--- src/rtl/aes_pkg.sv ---
// aes_pkg: shared AES constants and the round-key store state type.
package aes_pkg;
    localparam int AES_BLOCK_LEN = 128;
    localparam int NR_128 = 10;
    localparam int NR_192 = 12;
    localparam int NR_256 = 14;
    typedef enum logic [1:0] {EMPTY, LOADING, READY, STREAM} rk_state_e;
endpackage

--- src/rtl/aes_rk_regfile.sv ---
// aes_rk_regfile: round-key storage, one synchronous write port, one combinational read port.
// Ports: clk; we/waddr/wdata write port; raddr/rdata read port. Contents are not reset.
module aes_rk_regfile #(
    parameter int DEPTH = 15,
    parameter int W     = 128,
    parameter int AW    = 4
) (
    input  logic          clk,
    input  logic          we,
    input  logic [AW-1:0] waddr,
    input  logic [W-1:0]  wdata,
    input  logic [AW-1:0] raddr,
    output logic [W-1:0]  rdata
);
    logic [W-1:0] mem [DEPTH];
    always_ff @(posedge clk) begin
        if (we) mem[waddr] <= wdata;
    end
    assign rdata = mem[raddr];
endmodule

--- src/rtl/aes_round_key_store.sv ---
// aes_round_key_store: buffers an expanded AES key schedule and replays it ascending or descending.
// Ports: clk/reset; load_* accept round keys (nr_cfg sampled on first beat); start/decrypt launch a
// replay; rk_* stream keys with valid/ready; keys_ready flags a stored schedule; err is a sticky load error.
module aes_round_key_store import aes_pkg::*; #(
    parameter int BLOCK_LEN     = AES_BLOCK_LEN,
    parameter int NUMS_OF_ROUND = 14,
    parameter int IDX_W         = 4
) (
    input  logic                 clk,
    input  logic                 reset,
    input  logic [IDX_W-1:0]     nr_cfg,
    input  logic                 load_valid,
    output logic                 load_ready,
    input  logic [BLOCK_LEN-1:0] load_key,
    input  logic                 load_last,
    input  logic                 start,
    input  logic                 decrypt,
    output logic                 rk_valid,
    input  logic                 rk_ready,
    output logic [BLOCK_LEN-1:0] rk_out,
    output logic [IDX_W-1:0]     rk_idx,
    output logic                 rk_last,
    output logic                 keys_ready,
    output logic                 err
);
    rk_state_e            state_q, state_d;
    logic [IDX_W-1:0]     nr_q, nr_d, wp_q, wp_d, rp_q, rp_d, rk_idx_q, rk_idx_d;
    logic                 dec_q, dec_d, err_q, err_d, ld_en_q, ld_en_d;
    logic                 rk_valid_q, rk_valid_d, rk_last_q, rk_last_d;
    logic [BLOCK_LEN-1:0] rk_out_q, rk_out_d, rd_data;
    logic                 load_hs, nr_ok, we, present;
    logic [IDX_W-1:0]     waddr;

    aes_rk_regfile #(.DEPTH(NUMS_OF_ROUND + 1), .W(BLOCK_LEN), .AW(IDX_W)) u_rf (
        .clk   (clk),
        .we    (we),
        .waddr (waddr),
        .wdata (load_key),
        .raddr (rp_d),
        .rdata (rd_data)
    );

    // load_ready stays low until the first clock after reset release
    assign load_ready = ld_en_q && state_q != STREAM;
    assign load_hs    = load_valid && load_ready;
    assign nr_ok      = nr_cfg == IDX_W'(NR_128) || nr_cfg == IDX_W'(NR_192) || nr_cfg == IDX_W'(NR_256);
    assign keys_ready = state_q == READY || state_q == STREAM;
    assign rk_valid   = rk_valid_q;
    assign rk_out     = rk_out_q;
    assign rk_idx     = rk_idx_q;
    assign rk_last    = rk_last_q;
    assign err        = err_q;

    always_comb begin
        state_d    = state_q;
        nr_d       = nr_q;
        wp_d       = wp_q;
        rp_d       = rp_q;
        dec_d      = dec_q;
        err_d      = err_q;
        ld_en_d    = 1'b1;
        rk_valid_d = rk_valid_q;
        rk_out_d   = rk_out_q;
        rk_idx_d   = rk_idx_q;
        rk_last_d  = rk_last_q;
        we         = 1'b0;
        waddr      = wp_q;
        present    = 1'b0;
        case (state_q)
            EMPTY, READY: begin
                // a load beat here is always a first beat, and it beats a simultaneous start
                if (load_hs) begin
                    if (nr_ok) begin
                        we      = 1'b1;
                        waddr   = '0;
                        nr_d    = nr_cfg;
                        wp_d    = IDX_W'(1);
                        err_d   = 1'b0;
                        state_d = LOADING;
                    end else begin
                        err_d   = 1'b1;
                        state_d = EMPTY;
                    end
                end else if (state_q == READY && start) begin
                    dec_d   = decrypt;
                    rp_d    = decrypt ? nr_q : '0;
                    present = 1'b1;
                    state_d = STREAM;
                end
            end
            LOADING: begin
                if (load_hs) begin
                    we   = 1'b1;
                    wp_d = wp_q + 1'b1;
                    if (load_last && wp_q == nr_q) begin
                        state_d = READY;
                    end else if (load_last || wp_q == nr_q) begin
                        err_d   = 1'b1;
                        state_d = EMPTY;
                    end
                end
            end
            STREAM: begin
                if (rk_valid_q && rk_ready) begin
                    if (rk_last_q) begin
                        rk_valid_d = 1'b0;
                        state_d    = READY;
                    end else begin
                        rp_d    = dec_q ? rp_q - 1'b1 : rp_q + 1'b1;
                        present = 1'b1;
                    end
                end
            end
        endcase
        // read port is addressed by rp_d so the next key is registered in the same cycle it is chosen
        if (present) begin
            rk_valid_d = 1'b1;
            rk_out_d   = rd_data;
            rk_idx_d   = rp_d;
            rk_last_d  = rp_d == (dec_d ? {IDX_W{1'b0}} : nr_q);
        end
    end

    always_ff @(posedge clk or posedge reset) begin
        if (reset) begin
            state_q    <= EMPTY;
            nr_q       <= '0;
            wp_q       <= '0;
            rp_q       <= '0;
            dec_q      <= 1'b0;
            err_q      <= 1'b0;
            ld_en_q    <= 1'b0;
            rk_valid_q <= 1'b0;
            rk_out_q   <= '0;
            rk_idx_q   <= '0;
            rk_last_q  <= 1'b0;
        end else begin
            state_q    <= state_d;
            nr_q       <= nr_d;
            wp_q       <= wp_d;
            rp_q       <= rp_d;
            dec_q      <= dec_d;
            err_q      <= err_d;
            ld_en_q    <= ld_en_d;
            rk_valid_q <= rk_valid_d;
            rk_out_q   <= rk_out_d;
            rk_idx_q   <= rk_idx_d;
            rk_last_q  <= rk_last_d;
        end
    end
endmodule

--- config.mk ---
export PLATFORM = sky130hd
export DESIGN_NAME = aes_round_key_store
export DESIGN_NICKNAME = d
export VERILOG_FILES = /design/src/rtl/aes_pkg.sv /design/src/rtl/aes_rk_regfile.sv /design/src/rtl/aes_round_key_store.sv
export SDC_FILE = /design/constraint.sdc
export NUM_CORES = 2
export LEC_CHECK = 0
export BUFFER_PORTS_ARGS = -buffer_cell sky130_fd_sc_hd__buf_2
export CAP_MARGIN = 20
export CORE_ASPECT_RATIO = 1.5
export CORE_UTILIZATION = 50
export DETAILED_ROUTE_END_ITERATION = 10
export PLACE_DENSITY = 0.8
export SYNTH_ARGS = -nofsm -noshare
export SYNTH_HDL_FRONTEND = slang
export SYNTH_SLANG_ARGS = --single-unit
--- constraint.sdc ---
create_clock -name clk -period 10.2 [get_ports clk]
set_input_delay 1.02 -clock clk [delete_from_list [all_inputs] [get_ports clk]]
set_output_delay 1.02 -clock clk [all_outputs]
set_load 0.01 [all_outputs]
==> After elaboration in Yosys (flattened, before gate mapping) <==
Memory sizes are Yosys's and may differ from the RTL's. A register that Yosys moved wholly into a read port is not among the register bits.
Cells that the tools add are included.
{ "word_totals": {"output_inout_bits": 137, "inputBits": 139, "word_cells": 100, "ram_bits": 1920, "ff_bits": 23, "mem_count": 1} }
{ "mem_list": {"columns": ["name", "depth", "word_bits", "rd", "rd_ports_with_merged_regs", "write_ports", "line", "source"], "rows": [
  ["u_rf.mem", 15, 128, 1, 1, 1, "aes_rk_regfile.sv:15", "logic [W-1:0] mem [DEPTH];"]
]} }
{ "classes": {"eq_ne": 18, "addsub": 3, "reduce_logical": 20, "mux": 48} }
{ "ops": {"columns": ["operator", "n"], "rows": [
  ["$mux W4", 13],
  ["$mux W1", 22],
  ["$pmux W4 S2", 2],
  ["$mux W2", 7],
  ["$ne A2 B2 Y1 const B", 7],
  ["$eq A4 B4 Y1 const B", 3],
  ["$reduce_and A5 Y1", 2],
  ["$add A4 B1 Y4 const B", 2],
  ["$eq A4 B4 Y1", 2],
  ["$reduce_bool A2 Y1", 4],
  ["$ne A3 B3 Y1 const B", 2],
  ["$pmux W1 S2", 3],
  ["$pmux W2 S3", 1],
  ["$reduce_and A3 Y1", 2],
  ["$logic_and A1 B1 Y1", 5],
  ["$eq A2 B2 Y1 const B", 2],
  ["$logic_or A1 B1 Y1", 4],
  ["$reduce_and A4 Y1", 1],
  ["$sub A4 B1 Y4 const B", 1],
  ["$eq A2 B1 Y1 const B", 1],
  ["$logic_not A2 Y1", 1],
  ["$ne A2 B1 Y1 const B", 1],
  ["$reduce_or A2 Y1", 1]
]} }

==> Logic depth before layout (Yosys ltp) <==
{ "depth": {"word_depth": 8, "mapped_depth": 12, "ltp_nobuf": 8} }

==> Modules after synthesis <==
A second synthesis with hierarchy kept.
{ "hier_totals": {"hier_cells": 4247, "hier_area_um2": 79273.5} }
{ "by_module_without_submodules": {"columns": ["module", "area_each_um2", "cells_per_inst", "instances", "seq_area_each_um2"], "rows": [
  ["aes_rk_regfile", 73080.1, 3554, 1, 57655.3],
  ["aes_round_key_store", 6193.4, 693, 1, 3778.6]
]} }

==> Least setup slack after synthesis <==
Ideal clock, no wire load.
{ "synth_path": {"path_kind": "input -> register", "start": "input load_valid", "end": "memory u_rf.mem[0][0] (enable)", "cell_stages": 5, "setup_slack_ps": -1699, "required_ps": 9396, "path_buffers": 0, "setup_time_ps": 804, "arrival_ps": 11096, "cell_sequence": "nand2_1 -> nor2_1 -> nand2_1 -> or3_1 -> o31ai_1"} }
{ "synth_via": {"elab_chain_len": 5, "word_cells_on_any_way": 8, "classes_between": "mux (7); reduce/logical (1)"} }
{ "synth_rtl": {"columns": ["item", "line", "source"], "rows": [
  ["from (decl)", "aes_round_key_store.sv:12", "input logic load_valid,"],
  ["$logic_and A1 B1 Y1 *", "aes_round_key_store.sv:45", "assign load_hs = load_valid && load_ready;"],
  ["$mux W1, on equally long branches", "aes_round_key_store.sv:92, aes_round_key_store.sv:72", null],
  ["$pmux W1 S2", "aes_round_key_store.sv:69", "case (state_q)"],
  ["$mux W1", "aes_rk_regfile.sv:17", "if (we) mem[waddr] <= wdata;"],
  ["$mux W1 (not written as such)", "aes_rk_regfile.sv:17", null],
  ["to (decl)", "aes_rk_regfile.sv:15", null]
]} }
Every way passes the cells marked *; elsewhere a longest branch is shown, timed or not.

==> Worst setup path after layout <==
{ "layout_path": {"start": "register dec_q", "end": "register rk_out_q[33], in the netlist rk_out[33] (read register of u_rf.mem)"} }
{ "layout_via": {"elab_chain_len": 4} }
{ "layout_rtl": {"columns": ["item", "line", "source"], "rows": [
  ["from (decl)", "aes_round_key_store.sv:28", "logic dec_q, dec_d, err_q, err_d, ld_en_q, ld_en_d;"],
  ["from (signal assigned)", "aes_round_key_store.sv:130", "dec_q <= 1'b0;"],
  ["from (signal assigned)", "aes_round_key_store.sv:142", "dec_q <= dec_d;"],
  ["$mux W4", "aes_round_key_store.sv:109", "rp_d = dec_q ? rp_q - 1'b1 : rp_q + 1'b1;"],
  ["$mux W4", "aes_round_key_store.sv:105", "if (rk_last_q) begin"],
  ["$mux W4", "aes_round_key_store.sv:104", "if (rk_valid_q && rk_ready) begin"],
  ["$pmux W4 S2", "aes_round_key_store.sv:69", null],
  ["to (decl)", "aes_round_key_store.sv:30", "logic [BLOCK_LEN-1:0] rk_out_q, rk_out_d, rd_data;"]
]} }
Every way passes these cells.
A chain may end at the register's enable or synchronous reset.

==> results.tsv <==
metric	value	unit
final_common_cell	nand2_1	
tightest_slew	1160	ps
drtIter0Drc	6987	
cts_setup_buffers	0	
p_total	23.5	mW
critPathRequiredTime	10950	ps
skew	31.5	ps
fillerInstances	12000	
die_h	494	µm
syn_area_per_cell	13.0	µm²
gp_congestion	0.797	
antenna_found_initial	56	
final_util	56.2	%
ys_seq_area_share	76.2	%
drt_pass1_iterations	6	
cts_resized	0	
synth_cells	6210	
dp_slack	4110	ps
syn_area	0.0806	mm²
peakVddDrop	0.237	mV
cts_max_level	4	
fin_tns_setup	0	ps
dpl-instance-area	0.0837	mm²
final_cell_mix	nand2_1, edfxtp_1, nand3_1	
cts-root-buf	clkbuf_16	
setup_viol	0	
grt_pass1_vias	51700	
synth_edf_count	1920	
dpl.hpwl	103000	µm
synth-async-reset-ratio	7.29	%
vias_per_cell	6.16	
dieArea	0.163	mm²
start_util	50.3	%
clk_pin_slew	70	ps
synth_ff_type	edfxtp_1	
grt_pass1_wl	319000	µm
arrival	6240	ps
setup.worst_path.class	reg -> reg	
finalHoldViolCount	0	
clock-sinks	2071	
core_area	0.160	mm²
ys.warnings.count	0	
max_freq	0.182	GHz
cts_buffer_depth	3	
worst_slack	4700	ps
ioPinCount	276	
powerDensity	261	mW/mm²
synth_nets	6353	
wl_per_cell	25.2	µm
relSlewSlack	22.4	%
ys_ff_latch	2071	
drv_cap	0	
period_needed	5500	ps
postRouteAntennaNets	0	
num-nets-final	6486	
crit_path_start_kind	flop	
worstHoldPathType	in -> async	
wirelength	217000	µm
rsz0062_at_grt	no	
area_delta_synth_final	11.6	%
drc	0	
drive_above_1_share	10.1	%
cp_max_fo	179	
cp-end-kind	flop	
cts_tree	done	
ctsHoldBuffers	0	
p_leak	31.5	nW
die_w	330	µm
clock_latency	840	ps
vias	53100	
grt_overflow_total	0	
grt_use_total	26.4	%
fin_crit_sh	53.9	%
cts_inserted_buffers	179	
grt_max_degree	199	
status	completed	
final_max_slew_viol_count	0	
ys_types	52	
rows	180	
fin_area	0.0900	mm²
port_buffers	275	
==> synthesized netlist by cell type, types with 7 or more instances <==
cell | instances | area [µm²]
edfxtp_1 | 1920 | 57700
o211ai_1 | 129 | 968
a31oi_1 | 129 | 807
o21ai_0 | 7 | 35.0
buf_2 | 156 | 781
nor2_1 | 27 | 101
buf_6 | 12 | 135
dfrtp_1 | 151 | 3780
a32oi_1 | 128 | 1120
nand2_1 | 2062 | 7740
nand3_1 | 1159 | 5800
buf_1 | 27 | 101
a21oi_1 | 12 | 60.1
clkbuf_1 | 194 | 728
buf_4 | 15 | 113
==> power breakdown <==
group	switching [mW]	internal (mW)	total (mW)
registers	0.358	9.74	10.1
logic	4.54	1.77	6.31
clock network	3.11	4.01	7.12
==> cell type report <==
cell class,count,area (µm²),area share (%)
Antenna cell,23,57.6,0.0640
Clock buffer,233,4850,5.40
Clock inverter,106,1340,1.49
Inverter,7,53.8,0.0598
Multi-Input combinational cell,3728,17400,19.4
Sequential cell,2071,61400,68.3
Tap cell,2093,2620,2.91
Timing Repair Buffer,356,2170,2.42
==> worst max-delay path, cell delays in order, from the launching register on <==
cell	delay (ps)
dfrtp_1	540
fa_1	500
nand4_1	140
and4_4	790
buf_12	660
buf_4	970
buf_4	920
nand2_1	180
nand3_1	130
nand3_1	120
a32oi_1	290
==> routing by layer <==
metal  GRT usage (%)  up-vias  part of all wire [%]  wire [µm]
met2            42.8     3235                    48     105000
li1                -    22900                     -          -
met3            5.98      613                    11      23500
met1            34.2    26300                    37      80900
met4            11.2       42                   3.8       8230
met5               0        -                  0.12        271
==> path summary, 6_finish.rpt <==
path | from | to | slack [ps] | cells after the start
max reg2reg | dec_q | rk_out[33] | 4700 | 10
min | reset | state_q[0] | 320 | 2
max | dec_q | rk_out[33] | 4700 | 10
max in group asynchronous | reset | rk_out[13] | 8350 | 3
min reg2reg | rk_idx[0] | rk_idx[0] | 470 | 2
min in group clk | nr_cfg[1] | nr_q[1] | 410 | 3
==> registers in the layout, summed over array words and instances (netlist names), 2 cells and up <==
signal	cells
rp_q	4
rk_idx	4
u_rf.mem	1920
nr_q	4
state_q	2
rk_out	128
wp_q	4
==> through the flow <==
step | cells | hold WS [ps]
global placement | 8253 | 460
CTS | 8592 | 327
floorplan | 6210 | 516
global route | 8604 | 348
detailed placement | 8253 | 466
finish | 8617 | 323
==> cells by family (layout without fill, tap and decap cells) <==
logic type               after synthesis  after routing  synth area share [%]
AO/OA/AOI/OAI                        421            421                  3.91
XOR/XNOR                              11             11                 0.120
adder cells (fa/ha/maj)                4              4                0.0714
buffers and inverters                411            702                  2.34
flip-flops                          2071           2071                  76.2
multiplexers                           6              6                 0.106
other                                  1             24               0.00465
AND/OR/NAND/NOR                     3285           3285                  17.2
Power figures use the tool's default switching activity.
